<file path="config.mk">
export PLATFORM = sky130hd
export DESIGN_NAME = sev_seg_scan_flat
export DESIGN_NICKNAME = d
export VERILOG_FILES = /design/src/rtl/sev_seg_if.sv /design/src/rtl/sev_seg_scan.sv /design/src/flat_wrapper.sv
export SDC_FILE = /design/constraint.sdc
export NUM_CORES = 1
export LEC_CHECK = 0
export BUFFER_PORTS_ARGS = -buffer_cell sky130_fd_sc_hd__buf_2
export CELL_PAD_IN_SITES_DETAIL_PLACEMENT = 0
export CELL_PAD_IN_SITES_GLOBAL_PLACEMENT = 1
export CORE_ASPECT_RATIO = 0.5
export CORE_MARGIN = 2
export CORE_UTILIZATION = 30
export DETAILED_ROUTE_END_ITERATION = 12
export PLACE_DENSITY = 0.61
export RECOVER_POWER = 100
export SETUP_SLACK_MARGIN = 0.1
export SYNTH_ARGS = -nofsm -noshare
export SYNTH_HDL_FRONTEND = slang
export SYNTH_SLANG_ARGS = --single-unit
</file>
<file path="constraint.sdc">
create_clock -name clk -period 4.45 [get_ports clk]
set_input_delay 0.2225 -clock clk [delete_from_list [all_inputs] [get_ports clk]]
set_output_delay 0.2225 -clock clk [all_outputs]
set_load 0.01 [all_outputs]
</file>
<file path="src/rtl/sev_seg_if.sv">
// rtl/sev_seg_if.sv - load-side and pin-side signals of the seven-segment scanner
interface sev_seg_if #(
    parameter int DIGITS = 4
);
    logic [4*DIGITS-1:0] nums;
    logic [DIGITS-1:0]   dp_in;
    logic [DIGITS-1:0]   blink_mask;
    logic                load;
    logic [DIGITS-1:0]   an_out;
    logic [6:0]          seg_out;
    logic                dp_out;
    logic                frame_tick;

    modport master (
        output nums, dp_in, blink_mask, load,
        input  an_out, seg_out, dp_out, frame_tick
    );

    modport slave (
        input  nums, dp_in, blink_mask, load,
        output an_out, seg_out, dp_out, frame_tick
    );
endinterface

</file>
<file path="src/rtl/sev_seg_scan.sv">
// rtl/sev_seg_scan.sv - multiplexed common-anode 7-seg driver; SEV_SEG_LZB_EN enables leading-zero blanking
module sev_seg_scan #(
    parameter int DIGITS       = 4,
    parameter int REFRESH_DIV  = 100000,
    parameter int BLINK_FRAMES = 250
) (
    input  logic     clk,
    input  logic     rst_n,
    sev_seg_if.slave bus
);
    localparam int CNT_W = (REFRESH_DIV > 1) ? $clog2(REFRESH_DIV) : 1;
    localparam int IDX_W = (DIGITS > 1) ? $clog2(DIGITS) : 1;
    localparam int BLK_W = (BLINK_FRAMES > 1) ? $clog2(BLINK_FRAMES) : 1;
    localparam logic [CNT_W-1:0] CNT_LAST = CNT_W'(REFRESH_DIV - 1);
    localparam logic [IDX_W-1:0] IDX_LAST = IDX_W'(DIGITS - 1);
    localparam logic [BLK_W-1:0] BLK_LAST = BLK_W'(BLINK_FRAMES - 1);

    logic [CNT_W-1:0]    cnt;
    logic [IDX_W-1:0]    idx;
    logic [BLK_W-1:0]    blink_cnt;
    logic                phase;
    logic                frame_end;

    logic [4*DIGITS-1:0] pend_nums;
    logic [DIGITS-1:0]   pend_dp;
    logic [DIGITS-1:0]   pend_blink;
    logic [4*DIGITS-1:0] act_nums;
    logic [DIGITS-1:0]   act_dp;
    logic [DIGITS-1:0]   act_blink;

    logic [3:0]          cur_code;
    logic [DIGITS-1:0]   lzb;
    logic [DIGITS-1:0]   an_nxt;
    logic [6:0]          seg_nxt;
    logic                dp_nxt;

    assign frame_end = (cnt == CNT_LAST) && (idx == IDX_LAST);

    function automatic logic [6:0] decode(input logic [3:0] code);
        case (code)
            4'd0:    decode = 7'b0000001;
            4'd1:    decode = 7'b1001111;
            4'd2:    decode = 7'b0010010;
            4'd3:    decode = 7'b0000110;
            4'd4:    decode = 7'b1001100;
            4'd5:    decode = 7'b0100100;
            4'd6:    decode = 7'b1100000;
            4'd7:    decode = 7'b0001111;
            4'd8:    decode = 7'b0000000;
            4'd9:    decode = 7'b0001100;
            4'd10:   decode = 7'b1111110;
            default: decode = 7'b1111111;
        endcase
    endfunction

    // Slot counter, digit index and blink phase; the phase only moves on a frame boundary
    always_ff @(posedge clk or negedge rst_n) begin
        if (!rst_n) begin
            cnt       <= '0;
            idx       <= '0;
            blink_cnt <= '0;
            phase     <= 1'b0;
        end else begin
            if (cnt == CNT_LAST) begin
                cnt <= '0;
                idx <= (idx == IDX_LAST) ? '0 : idx + 1'b1;
            end else begin
                cnt <= cnt + 1'b1;
            end
            if (frame_end) begin
                if (blink_cnt == BLK_LAST) begin
                    blink_cnt <= '0;
                    phase     <= ~phase;
                end else begin
                    blink_cnt <= blink_cnt + 1'b1;
                end
            end
        end
    end

    // Double buffer: loads land in pending; active swaps in at the frame boundary, taking a coincident load directly
    always_ff @(posedge clk or negedge rst_n) begin
        if (!rst_n) begin
            pend_nums  <= {DIGITS{4'hF}};
            pend_dp    <= '0;
            pend_blink <= '0;
            act_nums   <= {DIGITS{4'hF}};
            act_dp     <= '0;
            act_blink  <= '0;
        end else begin
            if (bus.load) begin
                pend_nums  <= bus.nums;
                pend_dp    <= bus.dp_in;
                pend_blink <= bus.blink_mask;
            end
            if (frame_end) begin
                act_nums  <= bus.load ? bus.nums       : pend_nums;
                act_dp    <= bus.load ? bus.dp_in      : pend_dp;
                act_blink <= bus.load ? bus.blink_mask : pend_blink;
            end
        end
    end

    // Code of the digit currently being scanned
    always_comb begin
        cur_code = act_nums[4*int'(idx) +: 4];
    end

`ifdef SEV_SEG_LZB_EN
    // Leading zeros are blanked from the top digit down until a dash or nonzero digit; digit 0 always shows
    always_comb begin
        logic       run;
        logic [3:0] c;
        lzb = '0;
        run = 1'b1;
        c   = 4'd0;
        for (int k = DIGITS - 1; k >= 1; k--) begin
            c      = act_nums[4*k +: 4];
            lzb[k] = run && (c == 4'd0);
            run    = run && ((c == 4'd0) || (c >= 4'd11));
        end
    end
`else
    assign lzb = '0;
`endif

    // Next pin values: guard cycle and blinked-off slots keep everything dark
    always_comb begin
        an_nxt  = '1;
        seg_nxt = 7'b1111111;
        dp_nxt  = 1'b1;
        if ((cnt != '0) && !(phase && act_blink[idx])) begin
            an_nxt[idx] = 1'b0;
            seg_nxt     = lzb[idx] ? 7'b1111111 : decode(cur_code);
            dp_nxt      = ~act_dp[idx];
        end
    end

    // Registered pins, one cycle behind the scan state
    always_ff @(posedge clk or negedge rst_n) begin
        if (!rst_n) begin
            bus.an_out     <= '1;
            bus.seg_out    <= 7'b1111111;
            bus.dp_out     <= 1'b1;
            bus.frame_tick <= 1'b0;
        end else begin
            bus.an_out     <= an_nxt;
            bus.seg_out    <= seg_nxt;
            bus.dp_out     <= dp_nxt;
            bus.frame_tick <= frame_end;
        end
    end
endmodule

</file>
<file path="src/flat_wrapper.sv">
// flat-port wrapper written by rule: the top's interface ports become plain ports
module sev_seg_scan_flat 
#(
    parameter int DIGITS       = 4,
    parameter int REFRESH_DIV  = 100000,
    parameter int BLINK_FRAMES = 250
)
  (clk, rst_n, bus_nums, bus_dp_in, bus_blink_mask, bus_load, bus_an_out, bus_seg_out, bus_dp_out, bus_frame_tick);
  sev_seg_if #(.DIGITS(DIGITS)) bus_i ();
  input  logic clk;
  input  logic rst_n;
  input wire logic [$bits(bus_i.nums)-1:0] bus_nums;
  input wire logic [$bits(bus_i.dp_in)-1:0] bus_dp_in;
  input wire logic [$bits(bus_i.blink_mask)-1:0] bus_blink_mask;
  input wire logic [$bits(bus_i.load)-1:0] bus_load;
  output wire logic [$bits(bus_i.an_out)-1:0] bus_an_out;
  output wire logic [$bits(bus_i.seg_out)-1:0] bus_seg_out;
  output wire logic [$bits(bus_i.dp_out)-1:0] bus_dp_out;
  output wire logic [$bits(bus_i.frame_tick)-1:0] bus_frame_tick;
  assign bus_i.nums = bus_nums;
  assign bus_i.dp_in = bus_dp_in;
  assign bus_i.blink_mask = bus_blink_mask;
  assign bus_i.load = bus_load;
  assign bus_an_out = bus_i.an_out;
  assign bus_seg_out = bus_i.seg_out;
  assign bus_dp_out = bus_i.dp_out;
  assign bus_frame_tick = bus_i.frame_tick;
  sev_seg_scan #(.DIGITS(DIGITS), .REFRESH_DIV(REFRESH_DIV), .BLINK_FRAMES(BLINK_FRAMES)) u_core (.clk(clk), .rst_n(rst_n), .bus(bus_i));
endmodule
</file>
==> impl_results.md, run 1 <==
* Final worst path period need at 2.95 ns
* Vias at 2,440
* Part of the cycle the worst path needs at 0.664
* VDD IR max at 0.147 mV
* Die Span X at 169 µm
* Max_slew headroom at -0.450
* Fin. max-slew vios at 43
* Net switching power at 341 µW
* Largest cells by area after synthesis: dfstp_2 28%, dfrtp_1 28%, mux2_2 13%
* Synthesis Warnings at 0
* Total congestion overflow at 0
* Crit. End Element: flip-flop
* Final HPWL DP at 5.48 mm
* Wire per inst at 14.3 µm
* Number of iterations in the first detailed-routing pass at 4
* RSZ-0062 raised after global routing: false
* Number of library cell types mapped by synthesis at 43
* CP Launch Type: flip-flop
* Post-synth EDFFs at 0
* Initial Util at 0.304
* Max_cap viols at 1
* Actual slew at the worst max-slew pin at 2.17 ns
* Root Driver: clkbuf_16
* Vias in the first global route at 2,580
* Average size of a mapped cell at 13.0 µm²
* Clock Tree Buf Depth at 2
* Gate power share at 0.035
* Routed wire length at 7.67 mm
* CP arrival at 3.24 ns
* Final Hold Fails at 0
* Synth area leader: dfstp_2
* Pint at 1310 µW
* Post-synth top area share at 0.284
* Crit-path max FO at 14
* Worst min path class: primary input to flip-flop
* Final setup viols at 0
* Iter 0 DRT Violations at 164
* Clk network pwr share at 0.451
* Vias/cell at 4.54
* Clock Latency Late Sink at 0.34 ns
* Layout cells sized above 1 at 0.330
* F_max at 339 MHz
* Area Overhead vs Synth at 15.3%
* Commonest non-fill, non-tap cell in the layout: dfrtp_1
* Failing checks: max-capacitance violations, max-slew violations
* Post-Synthesis Cell Area at 4080 µm²
* Die height at 86.4 µm
* Worst R2R Path Depth at 5
* H-tree depth at 3
* Tot GR Track Use at 0.119
* FP Rows at 30
* Hold Path End: u_core.pend_nums[9]
* Final TNS setup at 0 ns
* Place WS at 1.95 ns
* Nets at 397
* Power Dens Cells at 350 nW/µm²
* Hold path start: bus_nums[9]
* Most common flop cell mapped by yosys: dfrtp_1
* Largest net degree at the start of global routing at 49
* Worst setup margin at 1.50 ns
* IO Pins at 40
* Internal reg-to-reg setup slack at 1.50 ns
* FILL cells at 1,306
* R2r startpoint: u_core.cnt[11]
* Worst R2R End: u_core.blink_cnt[3]
* Synthesized flop and latch total at 89
* CTS tree: done
* Die area at 14,600 µm²
* Post-Syn Instances at 314
* Sequential fraction of the synthesis area at 0.560
* Antenna-violating nets left at 0
* GP Congestion at 0.763
* Post_cts resized at 0
* Global-route wire length before repair at 13.3 mm
* Cells on Worst Hold Path at 2
* Reg power frac at 0.514
* Diode count at 0
* Num Clock Sinks at 89
* Crit Path Class: flip-flop to flip-flop
* Residual DRC at 0
* Status: finished, violations left
* Critical Path Start: u_core.cnt[11]
* TritonCTS buffer count at 9
* Buffers on Ports at 39
* Post-Syn Nets at 355
* Sw Share at 0.207
* Leak at 0.00203 µW
* Most frequent cells in the layout: 45 x dfrtp_1, 42 x dfstp_2, 27 x mux2_2
* Clock skew at 0.00663 ns
* Clock slew at reported path FFs at 0.06 ns
* Initial antenna violation count at 0
* Critical Path RT at 4.73 ns
* Core footprint at 13,400 µm²
* FFs w/ async S/R, synth at 1.00
==> cells in the mapped netlist, types with 2 or more instances <==
cell type / count
mux2_2: 48
dfrtp_1: 45
dfstp_2: 44
nor2_1: 20
nand2_1: 17
o21ai_0: 15
ha_1: 14
xnor2_1: 12
inv_1: 10
nand3_1: 10
xor2_1: 8
nand4_1: 7
and3_1: 6
clkbuf_1: 5
mux4_2: 5
mux2i_1: 4
nor3_1: 4
and2_1: 3
buf_2: 3
nor2b_1: 3
or3_1: 3
a21oi_1: 2
a31oi_1: 2
buf_12: 2
mux2_1: 2
nor4_1: 2
o31ai_1: 2
==> area by class of cell <==
cell class | instances | area [µm²] | share of cell area
well taps | 176 | 220 | 0.0468
clock buffers | 13 | 280 | 0.0596
repair buffers | 42 | 204 | 0.0434
flip-flops and latches | 89 | 2280 | 0.485
inverters | 10 | 37.5 | 0.00799
clock inverters | 3 | 22.5 | 0.00479
multi-input cells | 204 | 1650 | 0.352
==> stage by stage <==
stage	util	total power (µW)	instance area [µm²]	hold WS [ns]	instances
finish	0.351	1650	4700	0.122	537
global route	0.351	1720	4700	0.115	537
CTS	0.354	1680	4740	0.119	537
detailed placement	0.330	927	4430	0.233	520
global placement	0.330	926	4430	0.237	520
floorplan	-	890	4080	-0.0731	314
==> registers in the layout (all words and copies together) (netlist names) <==
name                   count
u_core.bus.an_out          4
u_core.idx                 2
u_core.act_blink           4
u_core.bus.frame_tick      1
u_core.cnt                17
u_core.pend_nums          16
u_core.pend_blink          4
u_core.act_dp              4
u_core.pend_dp             4
u_core.bus.dp_out          1
u_core.bus.seg_out         7
u_core.blink_cnt           8
u_core.act_nums           16
u_core.phase               1
==> kinds of logic (layout without fill, tap and decap cells) <==
family / after synthesis / count (layout) / share of synthesized area
AO/OA/AOI/OAI: 29 / 29 / 0.0423
AND/OR/NAND/NOR: 82 / 82 / 0.106
XOR/XNOR: 20 / 20 / 0.0430
buffers and inverters: 21 / 68 / 0.0301
flip-flops: 89 / 89 / 0.560
multiplexers: 59 / 59 / 0.176
adder cells (fa/ha/maj): 14 / 14 / 0.0430
==> worst max-delay path, stage by stage (launching register included) <==
cell and delay [ns]:
dfrtp_1 0.41, or4_1 0.55, nor4_1 0.78, and2_0 0.76
and3_1 0.27, o22a_1 0.13
==> repair_timing <==
action | 4_1_cts | 5_1_grt
setup buffers | 0 | 0
setup endpoints to repair | 0 | 0
hold buffers | 1 | 0
endpoints found under the hold margin | 29 | 0
==> power by group through the flow <==
stage	registers, µW	clock network [µW]	logic, µW
6_report	846	743	58.4
3_3_place_gp	860	0	65.7
3_5_place_dp	861	0	66.2
5_1_grt	848	806	67.8
4_1_cts	847	766	66.9
2_1_floorplan	859	0	30.5
==> worst max path at each step <==
stage	depth (start not counted)	slack [ns]	endpoint
global placement	5	2.00	u_core.blink_cnt[3]
floorplan	6	2.32	u_core.act_blink[0]
CTS	5	1.93	u_core.blink_cnt[3]
detailed placement	5	1.95	u_core.blink_cnt[3]
global route	5	1.21	u_core.blink_cnt[3]
finish	5	1.50	u_core.blink_cnt[3]
==> metal layers <==
metal	wire length [µm]	global-route usage	up-vias
met1	3820	0.157	1221
li1	-	-	1187
met3	273	0.0484	9
met4	74	0.0235	0
met2	3510	0.185	23
met5	0	0	-
(Power assumes the default switching activity.)
==> run 2, diff against run 1 <==
Clock period 4.45 ns to 3 ns, I/O delays scaled along.
==> impl_results.md, run 2 (synthesis gave the netlist of run 1 again) <==
* Wire per inst at 14.1 µm (-1.6%)
* Fin. max-slew vios at 77 (+79%)
* Die height at 86.4 µm (unchanged)
* Reg power frac at 0.524 (+0.010)
* DP Cell Count at 523 (+0.58%)
* Met2 WL at 3.36 mm (-4.2%)
* Cells on Worst Hold Path at 2 (unchanged)
* Hold path start: bus_nums[1]
* Worst R2R End: u_core.act_blink[2]
* Status: finished, violations left
* Num Clock Sinks at 89 (unchanged)
* Layout cells sized above 1 at 0.335 (+0.00552)
* CP arrival at 2.63 ns (-0.61 ns)
* Clock Latency Late Sink at 0.34 ns (about the same)
* TritonCTS buffer count at 9 (unchanged)
* Max_slew headroom at -0.241 (+0.209)
* Failing checks: max-capacitance violations, max-slew violations
* Met1 WL at 3.92 mm (+2.8%)
* Clock Tree Buf Depth at 2 (unchanged)
* RSZ-0062 raised after global routing: false
* Number of iterations in the first detailed-routing pass at 4 (unchanged)
* Vias/cell at 4.57 (+0.59%)
* CTS tree: done
* Crit. End Element: flip-flop
* FP Rows at 30 (unchanged)
* Global-route wire length before repair at 13.0 mm (-2.2%)
* GP Congestion at 0.719 (-5.7%)
* Largest net degree at the start of global routing at 77 (+57%)
* Tot GR Track Use at 0.114 (-0.00440)
* Worst min path class: primary input to flip-flop
* Largest register FFs at 17 (unchanged)
* F_max at 415 MHz (+23%)
* IO Pins at 40 (unchanged)
* Hold Path End: u_core.pend_nums[1]
* Pint at 1860 µW (+42%)
* Root Driver: clkbuf_16
* Max_cap viols at 1 (unchanged)
* Net switching power at 543 µW (+59%)
* Routed wire length at 7.59 mm (-1.1%)
* Crit-path max FO at 28 (+14)
* Sw Share at 0.226 (+0.0195)
* Filler-free cell count of the finished design at 540 (+0.56%)
* Die Span X at 169 µm (unchanged)
* Worst R2R Path Depth at 5 (unchanged)
* Part of the cycle the worst path needs at 0.803 (+0.140)
* Clock skew at 0.00910 ns (+0.00247 ns)
* Area Overhead vs Synth at 15.3% (about the same)
* Final TNS setup at 0 ns (unchanged)
* Antenna-violating nets left at 0 (unchanged)
* Top sig layer: met4
* Crit path largest cell delay at 0.56 ns (-0.22 ns)
* Nets at 400 (+0.76%)
* Vias in the first global route at 2,541 (-1.5%)
* Slowest cell on crit path: or4_4
* Iter 0 DRT Violations at 180 (+9.8%)
* Clk network pwr share at 0.440 (-0.011)
* Post_cts resized at 0 (unchanged)
* Initial antenna violation count at 0 (unchanged)
* Die area at 14,600 µm² (unchanged)
* Final HPWL DP at 5.32 mm (-2.9%)
* Top reg by flops: u_core.cnt
* Diode count at 0 (unchanged)
* Met3 routed WL at 209 µm (-23%)
* Residual DRC at 0 (unchanged)
* Vias at 2,468 (+1.1%)
* Largest regs: u_core.cnt: 17 flops, u_core.act_nums: 16 flops, u_core.pend_nums: 16 flops
* Crit Path Class: flip-flop to flip-flop
* Initial Util at 0.304 (unchanged)
* Core footprint at 13,400 µm² (unchanged)
* Worst-path cell chain: or4_4, nor4_4, and3_1, buf_4, mux2_2
* Total congestion overflow at 0 (unchanged)
* Most frequent cells in the layout: 45 x dfrtp_1, 44 x dfstp_2, 28 x mux2_2
* Overall Power at 2400 µW (+46%)
* Final setup viols at 0 (unchanged)
* R2r startpoint: u_core.cnt[11]
* CP Launch Type: flip-flop
* Internal reg-to-reg setup slack at 0.59 ns (-0.91 ns)
* H-tree depth at 3 (unchanged)
* Leak at 0.00202 µW (-0.59%)
* Final worst path period need at 2.41 ns (-0.544 ns)
* Actual slew at the worst max-slew pin at 1.86 ns (-0.314 ns)
* Gate power share at 0.036 (about the same)
* Power Dens Cells at 510 nW/µm² (+46%)
* Buffers on Ports at 39 (unchanged)
* Clock slew at reported path FFs at 0.07 ns (about the same)
* Final Hold Fails at 0 (unchanged)
* Commonest non-fill, non-tap cell in the layout: dfrtp_1
* VDD IR max at 0.219 mV (+49%)
* Critical Path RT at 3.22 ns (-1.51 ns)
==> run 2: metrics by stage <==
stage / instance area (µm²) / setup WS [ns] / utilization / hold WS (ns)
2_1_floorplan: 4080 / 0.870 / - / -0.146
6_report: 4700 / 0.591 / 0.351 / 0.0533
4_1_cts: 4740 / 0.598 / 0.354 / 0.0475
5_1_grt: 4700 / 0.322 / 0.351 / 0.0466
3_3_place_gp: 4450 / 0.660 / 0.332 / 0.367
3_5_place_dp: 4450 / 0.607 / 0.332 / 0.368
==> run 2: area by class of cell <==
| cell class | count | area [µm²] |
|---|---|---|
| Fill cell | 1299 | 8700 |
| Sequential cell | 89 | 2280 |
| Multi-Input combinational cell | 204 | 1670 |
| Clock buffer | 9 | 225 |
| Tap cell | 176 | 220 |
| Timing Repair Buffer | 45 | 210 |
| Clock inverter | 7 | 53.8 |
| Inverter | 10 | 37.5 |
==> run 2: how the worst max path moves through the flow <==
stage	startpoint	endpoint	slack, ns	cells past startpoint
finish	u_core.cnt[11]	u_core.act_blink[2]	0.59	5
detailed placement	u_core.cnt[11]	u_core.act_dp[1]	0.61	5
CTS	u_core.cnt[11]	u_core.act_dp[1]	0.60	5
global route	rst_n	u_core.act_nums[5]	0.32	3
floorplan	u_core.cnt[11]	u_core.act_blink[0]	0.87	6
global placement	u_core.cnt[11]	u_core.act_dp[1]	0.66	5
==> run 2: routing by layer <==
layer / vias up / GRT usage
li1: 1198 / -
met1: 1237 / 0.155
met2: 25 / 0.179
met3: 8 / 0.0333
met4: 0 / 0.0329
met5: - / 0
==> run 2: power groups by stage <==
stage	combinational [µW]	clock [µW]	sequential [µW]
6_report	87.1	1060	1260
5_1_grt	101	1140	1260
3_3_place_gp	98.1	0	1280
3_5_place_dp	98.6	0	1280
2_1_floorplan	45.2	0	1270
4_1_cts	100	1090	1260
==> run 2: what timing repair did <==
action                     4_1_cts  5_1_grt
buffers inserted                 0        0
hold endpoints to repair         5        0
hold buffers                     1        0
setup endpoints to repair        0        0
==> run 2: worst max-delay path: cells and delay by family (launching register included) <==
kind / cells / cell delay, ns
AND/OR/NAND/NOR: 3 / 1.13
multiplexers: 1 / 0.38
flip-flops: 1 / 0.42
buffers and inverters: 1 / 0.34
==> run 3, diff against run 2 <==
Settings changed: PLACE_DENSITY 0.61 to 0.63.
Clock period 3 ns to 2.2 ns, I/O delays scaled along.
==> impl_results.md, run 3 (synthesis gave the netlist of run 1 again) <==
* Status: complete, no violations
* Area of the multi-input gates at 1680 µm² (+0.67%)
* Routed wire length at 7.75 mm (+2.1%)
* Total congestion overflow at 0 (unchanged)
* Crit-path max FO at 7 (-75%)
* Part of the cycle the worst path needs at 0.927 (+0.124)
* Crit. End Element: flip-flop
* Number of iterations in the first detailed-routing pass at 4 (unchanged)
* Max_slew headroom at 0.0633 (+0.304)
* Final Hold Fails at 0 (unchanged)
* Slowest cell on crit path: or4_4
* Wire per inst at 14.1 µm (+0.26%)
* Vias at 2,482 (+0.57%)
* Initial Util at 0.304 (unchanged)
* Diode count at 0 (unchanged)
* Tot GR Track Use at 0.116 (+0.00159)
* Largest regs: u_core.cnt: 17 flops, u_core.act_nums: 16 flops, u_core.pend_nums: 16 flops
* Filler-free cell count of the finished design at 550 (+1.9%)
* Num Clock Sinks at 89 (unchanged)
* Pint at 2670 µW (+44%)
* FP Rows at 30 (unchanged)
* Area Overhead vs Synth at 19.2%
* CP Launch Type: flip-flop
* Antenna-violating nets left at 0 (unchanged)
* H-tree depth at 3 (unchanged)
* Clock Tree Buf Depth at 2 (unchanged)
* VDD IR max at 0.436 mV (+99%)
* Leak at 0.00209 µW (+3.5%)
* Actual slew at the worst max-slew pin at 1.41 ns (-0.456 ns)
* Most frequent cells in the layout: 44 x dfstp_2, 43 x dfrtp_1, 25 x mux2_1, 25 x mux2_2, 24 x buf_2
* Layout cells sized above 1 at 0.358 (+0.0231)
* Core footprint at 13,400 µm² (unchanged)
* GP Congestion at 0.747 (+3.8%)
* Final worst path period need at 2.04 ns (-0.371 ns)
* Largest register FFs at 17 (unchanged)
* Die Span X at 169 µm (unchanged)
* Nets at 410 (+2.5%)
* Buffers on Ports at 39 (unchanged)
* Max_cap viols at 0 (-1)
* Commonest non-fill, non-tap cell in the layout: dfstp_2
* DP Cell Count at 531 (+1.5%)
* RSZ-0062 raised after global routing: false
* Fin. max-slew vios at 0 (-100%)
* Clock slew at reported path FFs at 0.07 ns (about the same)
* FILL cells at 1,305 (+0.46%)
* Global-route wire length before repair at 13.1 mm (+0.69%)
* IO Pins at 40 (unchanged)
* Final setup viols at 0 (unchanged)
* Initial antenna violation count at 0 (unchanged)
* Die height at 86.4 µm (unchanged)
* Worst min path class: primary input to flip-flop
* Clock skew at 0.00950 ns (+0.000400 ns)
* Fin Hold WS at 0.0195 ns (-0.0338 ns)
* Residual DRC at 0 (unchanged)
* Final TNS setup at 0 ns (unchanged)
* Reg power frac at 0.510 (-0.014)
* Net switching power at 690 µW (+27%)
* Final HPWL DP at 5.49 mm (+3.2%)
* Gate power share at 0.037 (about the same)
* F_max at 490 MHz (+18%)
* Crit Path Class: flip-flop to flip-flop
* Vias in the first global route at 2,558 (+0.67%)
* Clk network pwr share at 0.453 (+0.013)
* Crit path largest cell delay at 0.55 ns (about the same)
* Clock Latency Late Sink at 0.34 ns (about the same)
* Largest net degree at the start of global routing at 38 (-51%)
* Die area at 14,600 µm² (unchanged)
* Worst-path cell chain: or4_4, nor4_4, buf_4, nand3_1, or3_1, o21ai_0
* Root Driver: clkbuf_16
* Finished Core Util at 0.363 (+0.0119)
* Sw Share at 0.205 (-0.0210)
* Power Dens Cells at 691 nW/µm² (+35%)
* CP arrival at 2.29 ns (-0.34 ns)
* Top reg by flops: u_core.cnt
* Vias/cell at 4.51 (-1.3%)
* TritonCTS buffer count at 9 (unchanged)
* Iter 0 DRT Violations at 98 (-46%)
* Critical Path RT at 2.45 ns (-0.77 ns)
* CTS tree: done
* Register Area at 2280 µm² (+0.11%)
==> run 3: cell types whose count changed in the layout (fill, tap and decap cells not counted), moves of 2 or more <==
cell	before	now
mux2_1	22	25
buf_4	1	10
dfrtp_1	45	43
clkinv_4	2	0
buf_12	0	2
mux2_2	28	25
dfrtp_2	0	2
==> run 3: through the flow <==
step,setup WS (ns),area [µm²],power [µW]
CTS,0.100,4860,3440
global placement,0.110,4550,1880
finish,0.161,4860,3360
global route,0.0531,4860,3520
floorplan,0.0702,4080,1800
detailed placement,0.125,4550,1880
==> run 3: what timing repair did <==
item | in CTS | in global routing
gates resized for setup | 0 | 6
endpoints found under the hold margin | 26 | 0
setup buffers | 0 | 1
setup endpoints to repair | 0 | 24
hold buffers | 1 | 0
==> run 3: final timing paths <==
check,to,cells after the start,from,slack [ns]
max,u_core.blink_cnt[1],6,u_core.cnt[11],0.16
min,u_core.pend_nums[13],2,bus_nums[13],0.02
max reg2reg,u_core.blink_cnt[1],6,u_core.cnt[11],0.16
min reg2reg,u_core.phase,1,u_core.phase,0.47
max in group asynchronous,u_core.act_nums[14],4,rst_n,0.54
min in group asynchronous,u_core.pend_blink[0],2,rst_n,0.42
==> run 3: area by class of cell <==
class,count,share of cell area
Inverter,10,0.00772
Multi-Input combinational cell,204,0.346
Sequential cell,89,0.470
Clock inverter,4,0.0106
Tap cell,176,0.0453
Clock buffer,12,0.0507
Timing Repair Buffer,55,0.0692
==> run 3: power groups by stage <==
stage | Sequential [µW] | Combinational (µW) | Clock, µW
after global placement | 1740 | 142 | 0
after floorplan | 1740 | 61.9 | 0
final | 1710 | 124 | 1520
after global routing | 1710 | 143 | 1660
after CTS | 1710 | 145 | 1580
after detailed placement | 1740 | 143 | 0
==> run 3: critical path, delay by kind of cell, from the launching register on <==
family	cells	cell delay (ns)
AND/OR/NAND/NOR	4	1.28
flip-flops	1	0.40
buffers and inverters	1	0.19
AO/OA/AOI/OAI	1	0.08
==> run 3: routing by layer <==
layer | up-vias | global-route usage | wire [µm]
met3 | 10 | 0.0306 | 166
met2 | 22 | 0.177 | 3540
met4 | 0 | 0.0462 | 124
met5 | - | 0 | 0
li1 | 1213 | - | -
met1 | 1237 | 0.158 | 3920
